File: config.mk
export PLATFORM = sky130hd
export DESIGN_NAME = serial_skip_adder_flat
export DESIGN_NICKNAME = d
export VERILOG_FILES = /design/src/rtl/adder_pkg.sv /design/src/rtl/serial_skip_adder_if.sv /design/src/rtl/skip_block.sv /design/src/rtl/serial_skip_adder.sv /design/src/flat_wrapper.sv
export SDC_FILE = /design/constraint.sdc
export NUM_CORES = 1
export LEC_CHECK = 0
export BUFFER_PORTS_ARGS = -buffer_cell sky130_fd_sc_hd__buf_2
export CORE_MARGIN = 5
export CORE_UTILIZATION = 40
export CTS_CLUSTER_DIAMETER = 120
export DETAILED_ROUTE_END_ITERATION = 10
export PLACE_DENSITY = 0.64
export SYNTH_ARGS = -nofsm -noshare
export SYNTH_HDL_FRONTEND = slang
export SYNTH_SLANG_ARGS = --single-unit
File: constraint.sdc
create_clock -name clk -period 5.2 [get_ports clk]
set_input_delay 0.52 -clock clk [delete_from_list [all_inputs] [get_ports clk]]
set_output_delay 0.52 -clock clk [all_outputs]
set_load 0.05 [all_outputs]
File: src/rtl/adder_pkg.sv
// adder_pkg: FSM state encoding and add/subtract mode constants for serial_skip_adder.
package adder_pkg;
   typedef enum logic [1:0] {IDLE, RUN, DONE} state_t;
   localparam logic MODE_ADD = 1'b0;
   localparam logic MODE_SUB = 1'b1;
endpackage

File: src/rtl/serial_skip_adder_if.sv
// serial_skip_adder_if: operation request and result bundle for serial_skip_adder.
interface serial_skip_adder_if #(
   parameter int WIDTH = 16,
   parameter int BLK   = 4
);
   localparam int NBLK = WIDTH / BLK;
   localparam int CW   = $clog2(NBLK + 1);
   logic             start;
   logic             sub;
   logic [WIDTH-1:0] a;
   logic [WIDTH-1:0] b;
   logic             c_in;
   logic             busy;
   logic             done;
   logic [WIDTH-1:0] sum;
   logic             c_out;
   logic             ovf;
   logic [CW-1:0]    skip_cnt;
   modport master (output start, sub, a, b, c_in, input busy, done, sum, c_out, ovf, skip_cnt);
   modport slave  (input start, sub, a, b, c_in, output busy, done, sum, c_out, ovf, skip_cnt);
endinterface

File: src/rtl/skip_block.sv
// skip_block: combinational BLK-bit ripple adder with block propagate and carry into the top bit.
module skip_block #(
   parameter int BLK = 4
) (
   input  logic [BLK-1:0] a_i,
   input  logic [BLK-1:0] b_i,
   input  logic           c_i,
   output logic [BLK-1:0] s_o,
   output logic           p_o,
   output logic           c_o,
   output logic           cm_o
);
   assign {c_o, s_o} = {1'b0, a_i} + {1'b0, b_i} + {{BLK{1'b0}}, c_i};
   assign p_o        = &(a_i ^ b_i);
   // carry into the top bit recovered from its sum bit
   assign cm_o       = s_o[BLK-1] ^ a_i[BLK-1] ^ b_i[BLK-1];
endmodule

File: src/rtl/serial_skip_adder.sv
// serial_skip_adder: multi-cycle add/subtract processing one BLK-bit carry-skip block per cycle, LSB first.
module serial_skip_adder
   import adder_pkg::*;
#(
   parameter int WIDTH = 16,
   parameter int BLK   = 4
) (
   input  logic               clk,
   input  logic               rst,
   serial_skip_adder_if.slave bus
);
   localparam int NBLK = WIDTH / BLK;
   localparam int CW   = $clog2(NBLK + 1);
   localparam int IW   = (NBLK > 1) ? $clog2(NBLK) : 1;

   if (BLK <= 0 || WIDTH <= 0 || (WIDTH % BLK) != 0) begin : g_bad_width
      $error("serial_skip_adder: WIDTH must be a positive multiple of BLK");
   end

   state_t           state_q, state_d;
   logic [WIDTH-1:0] a_q, a_d, b_q, b_d, sum_q, sum_d;
   logic             carry_q, carry_d, c_out_q, c_out_d, ovf_q, ovf_d;
   logic [IW-1:0]    idx_q, idx_d;
   logic [CW-1:0]    skip_q, skip_d;
   logic [BLK-1:0]   blk_s;
   logic             blk_p, blk_co, blk_cm, blk_cout, last;

   skip_block #(.BLK(BLK)) u_blk (
      .a_i  (a_q[idx_q*BLK +: BLK]),
      .b_i  (b_q[idx_q*BLK +: BLK]),
      .c_i  (carry_q),
      .s_o  (blk_s),
      .p_o  (blk_p),
      .c_o  (blk_co),
      .cm_o (blk_cm)
   );

   // a fully propagating block passes its carry-in straight through
   assign blk_cout = blk_p ? carry_q : blk_co;
   assign last     = idx_q == IW'(NBLK - 1);

   always_comb begin
      state_d = state_q;
      a_d     = a_q;
      b_d     = b_q;
      sum_d   = sum_q;
      carry_d = carry_q;
      c_out_d = c_out_q;
      ovf_d   = ovf_q;
      idx_d   = idx_q;
      skip_d  = skip_q;
      if (state_q == IDLE && bus.start) begin
         state_d = RUN;
         a_d     = bus.a;
         b_d     = (bus.sub == MODE_SUB) ? ~bus.b : bus.b;
         carry_d = (bus.sub == MODE_SUB) ? ~bus.c_in : bus.c_in;
         idx_d   = '0;
         skip_d  = '0;
      end else if (state_q == RUN) begin
         sum_d[idx_q*BLK +: BLK] = blk_s;
         carry_d = blk_cout;
         skip_d  = skip_q + CW'(blk_p);
         idx_d   = idx_q + 1'b1;
         state_d = last ? DONE : RUN;
         c_out_d = last ? blk_cout : c_out_q;
         ovf_d   = last ? (blk_cm ^ blk_cout) : ovf_q;
      end else if (state_q == DONE) begin
         state_d = IDLE;
      end
   end

   always_ff @(posedge clk or posedge rst) begin
      if (rst) begin
         state_q <= IDLE;
         a_q     <= '0;
         b_q     <= '0;
         sum_q   <= '0;
         carry_q <= 1'b0;
         c_out_q <= 1'b0;
         ovf_q   <= 1'b0;
         idx_q   <= '0;
         skip_q  <= '0;
      end else begin
         state_q <= state_d;
         a_q     <= a_d;
         b_q     <= b_d;
         sum_q   <= sum_d;
         carry_q <= carry_d;
         c_out_q <= c_out_d;
         ovf_q   <= ovf_d;
         idx_q   <= idx_d;
         skip_q  <= skip_d;
      end
   end

   assign bus.busy     = state_q != IDLE;
   assign bus.done     = state_q == DONE;
   assign bus.sum      = sum_q;
   assign bus.c_out    = c_out_q;
   assign bus.ovf      = ovf_q;
   assign bus.skip_cnt = skip_q;
endmodule

File: src/flat_wrapper.sv
// flat-port wrapper written by rule: the top's interface ports become plain ports
module serial_skip_adder_flat import adder_pkg::*;
#(
   parameter int WIDTH = 16,
   parameter int BLK   = 4
)
  (clk, rst, bus_start, bus_sub, bus_a, bus_b, bus_c_in, bus_busy, bus_done, bus_sum, bus_c_out, bus_ovf, bus_skip_cnt);
  serial_skip_adder_if #(.WIDTH(WIDTH), .BLK(BLK)) bus_i ();
  input  logic clk;
  input  logic rst;
  input wire logic [$bits(bus_i.start)-1:0] bus_start;
  input wire logic [$bits(bus_i.sub)-1:0] bus_sub;
  input wire logic [$bits(bus_i.a)-1:0] bus_a;
  input wire logic [$bits(bus_i.b)-1:0] bus_b;
  input wire logic [$bits(bus_i.c_in)-1:0] bus_c_in;
  output wire logic [$bits(bus_i.busy)-1:0] bus_busy;
  output wire logic [$bits(bus_i.done)-1:0] bus_done;
  output wire logic [$bits(bus_i.sum)-1:0] bus_sum;
  output wire logic [$bits(bus_i.c_out)-1:0] bus_c_out;
  output wire logic [$bits(bus_i.ovf)-1:0] bus_ovf;
  output wire logic [$bits(bus_i.skip_cnt)-1:0] bus_skip_cnt;
  assign bus_i.start = bus_start;
  assign bus_i.sub = bus_sub;
  assign bus_i.a = bus_a;
  assign bus_i.b = bus_b;
  assign bus_i.c_in = bus_c_in;
  assign bus_busy = bus_i.busy;
  assign bus_done = bus_i.done;
  assign bus_sum = bus_i.sum;
  assign bus_c_out = bus_i.c_out;
  assign bus_ovf = bus_i.ovf;
  assign bus_skip_cnt = bus_i.skip_cnt;
  serial_skip_adder #(.WIDTH(WIDTH), .BLK(BLK)) u_core (.clk(clk), .rst(rst), .bus(bus_i));
endmodule
==> run metrics, run 1 <==
CP arrival 3.74 ns; setup TNS 0 ns; port buffer count 59; Final Critical Period 3.50 ns; net load switching power 0.000180 W; Reg2Reg Depth 8; Finish-stage setup viols 0; clk root buf clkbuf_8; via count 2083; area grow syn2layout 18.2%; Reg2Reg Capture Point u_core.bus.ovf; Hold Path Origin bus_a[11]; Starting DRT DRC Count 86; Worst-Skew Late Latency 0.33 ns; post-synthesis cell type count 33; Sink Count 58; GRT Overall Usage 0.142; Max VDD drop 0.000130 V; slowest CP cell dfrtp_1; most frequent cells in the layout nand2_1 (93), buf_2 (59), dfrtp_1 (58); CP delay by family, top adder cells; Post-CTS Hold Buffers 0; Starting Density 0.409; Pins Over Slew Limit 0; Routed Wire Length 5750 µm; status complete, no violations; Critical path buffers and inverters 0; Num CTS Buffers 9; combinational power share 0.045; global-route wire length before repair 9810 µm; die area 9190 µm²; measured slew at the worst slew-check pin 0.812 ns; f_max 286 MHz; Fill cells 737; WHS Endpoint u_core.a_q[11]; clk slew on worst S/H paths 0.06 ns; Clk pwr share 0.420; antenna cells 0; Reg2Reg Launch Point u_core.idx_q[0]; syn_area_per_cell 10.2 µm²; Internal 0.000663 W; CP startpoint kind register; design area 3490 µm²; area of the multi-input gates 1410 µm²; total gr overflow 0; Max Cap Viol 0; vias in the first global route 2107; CP max stage delay 0.87 ns; sequential area share after synthesis 0.492; Synth Register Bits 58; RSZ-0062 raised after global routing false; wire length per cell 12.8 µm; Final #Nets 400; critical path type reg2reg; FF/Latch Area 1450 µm²; initial antenna violation count 0; syn_nets 343; dpl cell area 3320 µm²; H-tree depth 3; Crit. End Element register; CP required 5.45 ns; number of vias per cell 4.64; largest net degree at the start of global routing 59; layout cell share with drive strength beyond 1 0.246; row cnt 31; DRC errors left 0; commonest non-fill, non-tap cell in the layout nand2_1; die height 95.9 µm; DR pass1 iterations 4; Die X 95.9 µm; maximum fanout along the worst path 19; Post-DRT Antenna Nets 0; Post-Synthesis Cells 289; min-delay worst type in2reg; share of flip-flops with an asynchronous set or reset 1.00; Hold Crit Depth 3; Warnings, synthesis 0; total power 0.000843 W; fin crit share 0.672; Boundary Pins 60; setup slack, reg-to-reg 1.70 ns; Resized Gates After CTS 0; Power Dens Cells 242 nW/µm²; sw frac 0.213; sequential fraction of design power 0.535; Placer Congestion 0.772; placed wire-length estimate 4210 µm; clk buf depth 2; TritonCTS clock tree done; Post-Syn Area 2950 µm²; Setup Fix Bufs, Post-CTS 0; core area 7210 µm²; Layout Skew 0.00722 ns; Pleak 1.76 nW; EDFF count, synth 0; Final Hold Violating Endpoints 0; Rel. slew slack 0.459; crit-path cells mux4_1 -> fa_1 -> fa_1 -> a21o_1 -> a21oi_1 -> a21oi_1 -> xnor3_1 -> o21ai_1; Main synth FF type dfrtp_1
==> flip-flops by register name, indices dropped and copies added, names as in the netlist <==
register,flops
u_core.bus.ovf,1
u_core.a_q,16
u_core.state_q,2
u_core.idx_q,2
u_core.bus.c_out,1
u_core.bus.sum,16
u_core.bus.skip_cnt,3
u_core.carry_q,1
u_core.b_q,16
==> metrics by stage <==
step / hold WS (ns) / utilization / setup WS [ns] / cells
2_1_floorplan: 0.437 / - / 2.32 / 289
3_3_place_gp: 0.458 / 0.460 / 1.77 / 434
3_5_place_dp: 0.464 / 0.460 / 1.69 / 434
4_1_cts: 0.362 / 0.483 / 1.66 / 449
5_1_grt: 0.356 / 0.483 / 1.47 / 449
6_report: 0.381 / 0.483 / 1.70 / 449
==> Yosys cell counts, drive strengths merged (4+ instances only) <==
master	instances	area, µm²
nand2	93	349
dfrtp	58	1450
o21ai	25	125
xnor2	19	166
ha	15	188
clkbuf	10	37.5
mux4	8	188
nor2	8	30.0
o31ai	8	60.1
inv	7	26.3
buf	5	30.0
mux2i	4	40.0
==> layer usage <==
metal | routed length (µm) | vias to the layer above | GRT usage
met2 | 2580 | 49 | 0.217
met5 | 0 | - | 0
met3 | 304 | 8 | 0.0461
met1 | 2770 | 956 | 0.184
met4 | 106 | 0 | 0.0604
li1 | - | 1070 | -
==> power by group through the flow <==
stage	Combinational, W	Clock (W)	Sequential (W)
2_1_floorplan	0.0000200	0	0.000460
3_3_place_gp	0.0000385	0	0.000460
3_5_place_dp	0.0000387	0	0.000460
4_1_cts	0.0000388	0.000369	0.000451
5_1_grt	0.0000433	0.000391	0.000451
6_report	0.0000376	0.000354	0.000451
==> worst register-to-register path: stages, from the launching register on <==
cell and delay, ns:
dfrtp_1 0.87, mux4_1 0.71, fa_1 0.46, fa_1 0.42, a21o_1 0.20, a21oi_1 0.14, a21oi_1 0.14, xnor3_1 0.36
o21ai_1 0.12
==> final cells by class <==
| type | instances | area share |
|---|---|---|
| Multi-Input combinational cell | 209 | 0.403 |
| Clock inverter | 3 | 0.00431 |
| Sequential cell | 58 | 0.416 |
| Tap cell | 99 | 0.0355 |
| Inverter | 7 | 0.00753 |
| Clock buffer | 12 | 0.0445 |
| Timing Repair Buffer | 61 | 0.0890 |
==> how the worst max path moves through the flow <==
stage	startpoint	to	cells after the start
floorplan	u_core.idx_q[0]	u_core.bus.ovf	9
global placement	u_core.idx_q[0]	u_core.bus.ovf	8
detailed placement	u_core.idx_q[0]	u_core.bus.ovf	8
CTS	u_core.idx_q[0]	u_core.bus.ovf	8
global route	u_core.idx_q[0]	u_core.bus.ovf	8
finish	u_core.idx_q[0]	u_core.bus.ovf	8
==> kinds of logic (layout without fill, tap and decap cells) <==
family | count (synthesis) | after routing | synth area share
and+or+nand+nor | 115 | 115 | 0.159
DFF | 58 | 58 | 0.492
AOI/OAI and AO/OA | 40 | 40 | 0.0797
xor gates and xnor gates | 23 | 23 | 0.0755
buffers and inverters | 22 | 83 | 0.0318
adders and majority gates | 17 | 17 | 0.0772
muxes | 14 | 14 | 0.0848
(Power assumes the default switching activity.)
==> inputs of run 2 (changes only) <==
PLACE_DENSITY = 0.67   (was 0.64)
clock period = 3.2 ns   (was 5.2 ns; I/O delays follow)
==> run 2 against run 1 <==
Sequential share of layout area is 0.53 points lower. Global-route usage is 0.83 points higher. Via count is 1.9% higher. Critical path depth stayed put. Die area stayed put. Fmax is 17% higher. Design area is 1.3% higher. Routed wire length is 6.4% higher. Critical endpoint unchanged. Largest cell class unchanged. Largest power group unchanged.
==> run metrics, run 2 (same netlist as run 1, synthesis figures left out) <==
critical path type reg2reg; Boundary Pins 60; TritonCTS clock tree done; measured slew at the worst slew-check pin 0.798 ns; GRT Overall Usage 0.150; critical path capture point u_core.bus.ovf; Reg2Reg Launch Point u_core.idx_q[0]; f_max 335 MHz; H-tree depth 3; Layout Skew 0.00454 ns; vias in the first global route 2205; Resized Gates After CTS 0; status complete, no violations; Die X 95.9 µm; CP required 3.47 ns; most frequent cells in the layout nand2_1 (93), buf_2 (59), dfrtp_1 (58); clk root buf clkbuf_8; wire length per cell 13.5 µm; DR pass1 iterations 4; Post-Layout Cell Count 454; setup TNS 0 ns; via count 2123; total gr overflow 0; Crit. End Element register; DRC errors left 0; CP arrival 3.25 ns; clk slew on worst S/H paths 0.06 ns; global-route wire length before repair 10300 µm; CP Launch Point u_core.idx_q[0]; total power 0.00144 W; Placed Cells incl. Taps 438; antenna cells 0; Finish-stage setup viols 0; Rel. slew slack 0.468; area grow syn2layout 19.7%; Power Dens Cells 408 nW/µm²; Routed Wire Length 6120 µm; Setup Fix Bufs, Post-CTS 0; port buffer count 59; Reg2Reg Capture Point u_core.bus.ovf; commonest non-fill, non-tap cell in the layout nand2_1; Post-DRT Antenna Nets 0; Fin Hold WS 0.122 ns; number of vias per cell 4.68; Final #Nets 404; fin crit share 0.932; RSZ-0062 raised after global routing false; Num CTS Buffers 9; row cnt 31; Max VDD drop 0.000198 V; clk buf depth 2; layout cell share with drive strength beyond 1 0.256; die area 9190 µm²; die height 95.9 µm; Final Hold Violating Endpoints 0; Reg2Reg Depth 8; placed wire-length estimate 4580 µm; Post-CTS Hold Buffers 0; Starting Density 0.409; CP startpoint kind register; Worst-Skew Late Latency 0.34 ns; initial antenna violation count 0; largest net degree at the start of global routing 49; min-delay worst type in2async; setup slack, reg-to-reg 0.22 ns; Placer Congestion 0.793; Pins Over Slew Limit 0; Starting DRT DRC Count 88; Final Critical Period 2.98 ns; Sink Count 58; Max Cap Viol 0; Pleak 1.78 nW; maximum fanout along the worst path 5; core area 7210 µm²
[run 2: changes by cell type in the layout (fill, tap and decap cells not counted), sizes merged]
cell | before | now
clkinvlp | 0 | 1
clkinv | 3 | 4
clkbuf | 12 | 10
buf | 61 | 65
bufinv | 0 | 1
[run 2: power by group]
group          switching [W]  internal, W  leakage (nW)
clock               0.000293     0.000354        0.0958
combinational      0.0000320    0.0000297         0.916
sequential                 0     0.000733         0.769
[run 2: final cells by class]
class	instances	area, µm²
Timing Repair Buffer	65	340
Tap cell	99	124
Clock inverter	6	57.6
Sequential cell	58	1450
Fill cell	712	3680
Clock buffer	10	128
Multi-Input combinational cell	209	1410
Inverter	7	26.3
[run 2: worst min path at each step]
stage                              to  slack, ns
CTS                 u_core.bus.sum[2]       0.15
global route            u_core.a_q[7]       0.15
floorplan               u_core.a_q[0]       0.43
detailed placement      u_core.a_q[1]       0.46
finish              u_core.bus.sum[2]       0.12
global placement        u_core.b_q[4]       0.45
[run 2: per-stage QoR]
step | util | worst slack [ns] | cell area, µm²
after floorplan | - | 0.315 | 2950
after global placement | 0.464 | 0.261 | 3350
after detailed placement | 0.464 | 0.237 | 3350
after CTS | 0.490 | 0.219 | 3530
after global routing | 0.490 | 0.0707 | 3530
final | 0.490 | 0.216 | 3530
[run 2: per-layer routing]
metal | share of wire | wire length [µm] | GRT usage | up-vias
met5 | 0 | 0 | 0 | -
met3 | 0.053 | 323 | 0.0446 | 10
li1 | - | - | - | 1081
met2 | 0.46 | 2800 | 0.239 | 50
met1 | 0.47 | 2880 | 0.186 | 982
met4 | 0.018 | 111 | 0.0711 | 0
[run 2: critical path, cell delays in order (launching register included)]
cell and delay, ns:
dfrtp_1 0.45, mux4_1 0.64, fa_1 0.46, fa_1 0.42, a21o_1 0.20, a21oi_1 0.14, a21oi_1 0.13, xnor3_1 0.35
o21ai_1 0.11
==> inputs of run 3 (changes only) <==
PLACE_DENSITY = 0.76   (was 0.67)
SKIP_LAST_GASP = 1   (was default)
==> run 3 against run 2 <==
Worst hold slack gained 0.020 ns. Clock-buffer cell count is 4 higher. Register-to-register slack hardly changed. Core utilization is essentially flat. Flip-flop and latch count unchanged. Combinational power increased by 0.8%. Final cell count unchanged. Design area about the same. Global-route usage fell by 0.17 points. Routed wire length decreased by 2.8%.
==> run metrics, run 3 (same netlist as run 1, synthesis figures left out) <==
largest net degree at the start of global routing 50; crit-path cells mux4_1 -> fa_1 -> fa_1 -> a21o_1 -> a21oi_1 -> a21oi_1 -> xnor3_1 -> o21ai_1; antenna cells 0; DR pass1 iterations 4; met3 WL post-DR 312 µm; Final #Nets 404; Num CTS Buffers 9; Fill cells 688; number of vias per cell 4.72; TritonCTS clock tree done; Post-DRT Antenna Nets 0; Finish-stage setup viols 0; Post-Layout Cell Count 454; WL met2 2870 µm; Pins Over Slew Limit 0; wire length per cell 13.1 µm; WL met1 2680 µm; Starting Density 0.409; Internal 0.00111 W; min-delay worst type in2async; Layout Skew 0.00707 ns; fin crit share 0.928; Boundary Pins 60; Resized Gates After CTS 0; row cnt 31; DRC errors left 0; global-route wire length before repair 10600 µm; Setup Fix Bufs, Post-CTS 0; initial antenna violation count 0; area grow syn2layout 19.6%; via count 2142; Reg2Reg Launch Point u_core.idx_q[0]; critical path type reg2reg; Rel. slew slack 0.455; die height 95.9 µm; layout cell share with drive strength beyond 1 0.254; CP max stage delay 0.64 ns; maximum fanout along the worst path 5; clk slew on worst S/H paths 0.07 ns; slowest CP cell mux4_1; total gr overflow 0; Starting DRT DRC Count 82; measured slew at the worst slew-check pin 0.816 ns; Final Hold Violating Endpoints 0; f_max 337 MHz; Placer Congestion 0.795; CP arrival 3.23 ns; RSZ-0062 raised after global routing false; clk root buf clkbuf_8; clk buf depth 2; combinational power share 0.044; Crit. End Element register; H-tree depth 3; Sink Count 58; total power 0.00141 W; net load switching power 0.000302 W; Final Util 0.489; GRT Overall Usage 0.148; Final Critical Period 2.97 ns; setup TNS 0 ns; Pleak 1.78 nW; CP startpoint kind register; top routing layer used met4; setup slack, reg-to-reg 0.23 ns; Reg2Reg Capture Point u_core.bus.ovf; most frequent cells in the layout nand2_1 (93), buf_2 (59), dfrtp_1 (58); status complete, no violations; Power Dens Cells 399 nW/µm²; sw frac 0.215; Reg2Reg Depth 8; vias in the first global route 2283; Max VDD drop 0.000193 V; sequential fraction of design power 0.521; die area 9190 µm²; CP required 3.46 ns; Post-CTS Hold Buffers 0; commonest non-fill, non-tap cell in the layout nand2_1; Max Cap Viol 0; port buffer count 59; Clk pwr share 0.435; Worst-Skew Late Latency 0.33 ns; Routed Wire Length 5950 µm; placed wire-length estimate 4540 µm; Placed Cells incl. Taps 438; Die X 95.9 µm; core area 7210 µm²
## run 3: cell count changes in the layout (fill, tap and decap cells not counted)
| cell | previous run | this run |
|---|---|---|
| clkbuf_1 | 1 | 2 |
| bufinv_16 | 1 | 0 |
| clkbuf_8 | 9 | 12 |
| clkinvlp_4 | 1 | 0 |
| clkinv_2 | 4 | 2 |
## run 3: through the flow
step           cell area (µm²)  worst slack [ns]  hold WS [ns]
6_report                  3530             0.231         0.142
3_5_place_dp              3350             0.223         0.455
4_1_cts                   3530             0.216         0.166
3_3_place_gp              3350             0.280         0.455
2_1_floorplan             2950             0.315         0.425
5_1_grt                   3530            0.0656         0.171
## run 3: power groups by stage
stage	combinational [W]	clock (W)	sequential, W
global route	0.0000717	0.000665	0.000733
floorplan	0.0000326	0	0.000747
CTS	0.0000644	0.000632	0.000733
detailed placement	0.0000643	0	0.000747
global placement	0.0000633	0	0.000747
finish	0.0000621	0.000613	0.000733
## run 3: routing by layer
metal / track usage / up-vias
met5: 0 / -
met4: 0.0462 / 0
met1: 0.182 / 998
li1: - / 1088
met3: 0.0414 / 9
met2: 0.252 / 47
## run 3: area by class of cell
class                      count  area [µm²]  area share
clock inverter                 2        10.0     0.00284
multi-input combinational    209        1410       0.398
timing repair buffer          65         340      0.0964
sequential                    58        1450       0.411
inverter                       7        26.3     0.00744
clock buffer                  14         173      0.0489
tap                           99         124      0.0351
## run 3: worst max-delay path by stage
stage | slack, ns | cells past startpoint | from | to
2_1_floorplan | 0.32 | 9 | u_core.idx_q[0] | u_core.bus.ovf
3_3_place_gp | 0.28 | 8 | u_core.idx_q[0] | u_core.bus.ovf
3_5_place_dp | 0.22 | 8 | u_core.idx_q[0] | u_core.bus.ovf
4_1_cts | 0.22 | 8 | u_core.idx_q[0] | u_core.bus.ovf
5_1_grt | 0.07 | 8 | u_core.idx_q[0] | u_core.bus.ovf
6_report | 0.23 | 8 | u_core.idx_q[0] | u_core.bus.ovf
## run 3: worst max-delay path, delay by kind of cell (launching register included)
| kind | cells | cell delay, ns |
|---|---|---|
| muxes | 1 | 0.64 |
| DFF | 1 | 0.46 |
| adders and majority gates | 2 | 0.88 |
| xor gates and xnor gates | 1 | 0.34 |
| AOI/OAI and AO/OA | 4 | 0.57 |
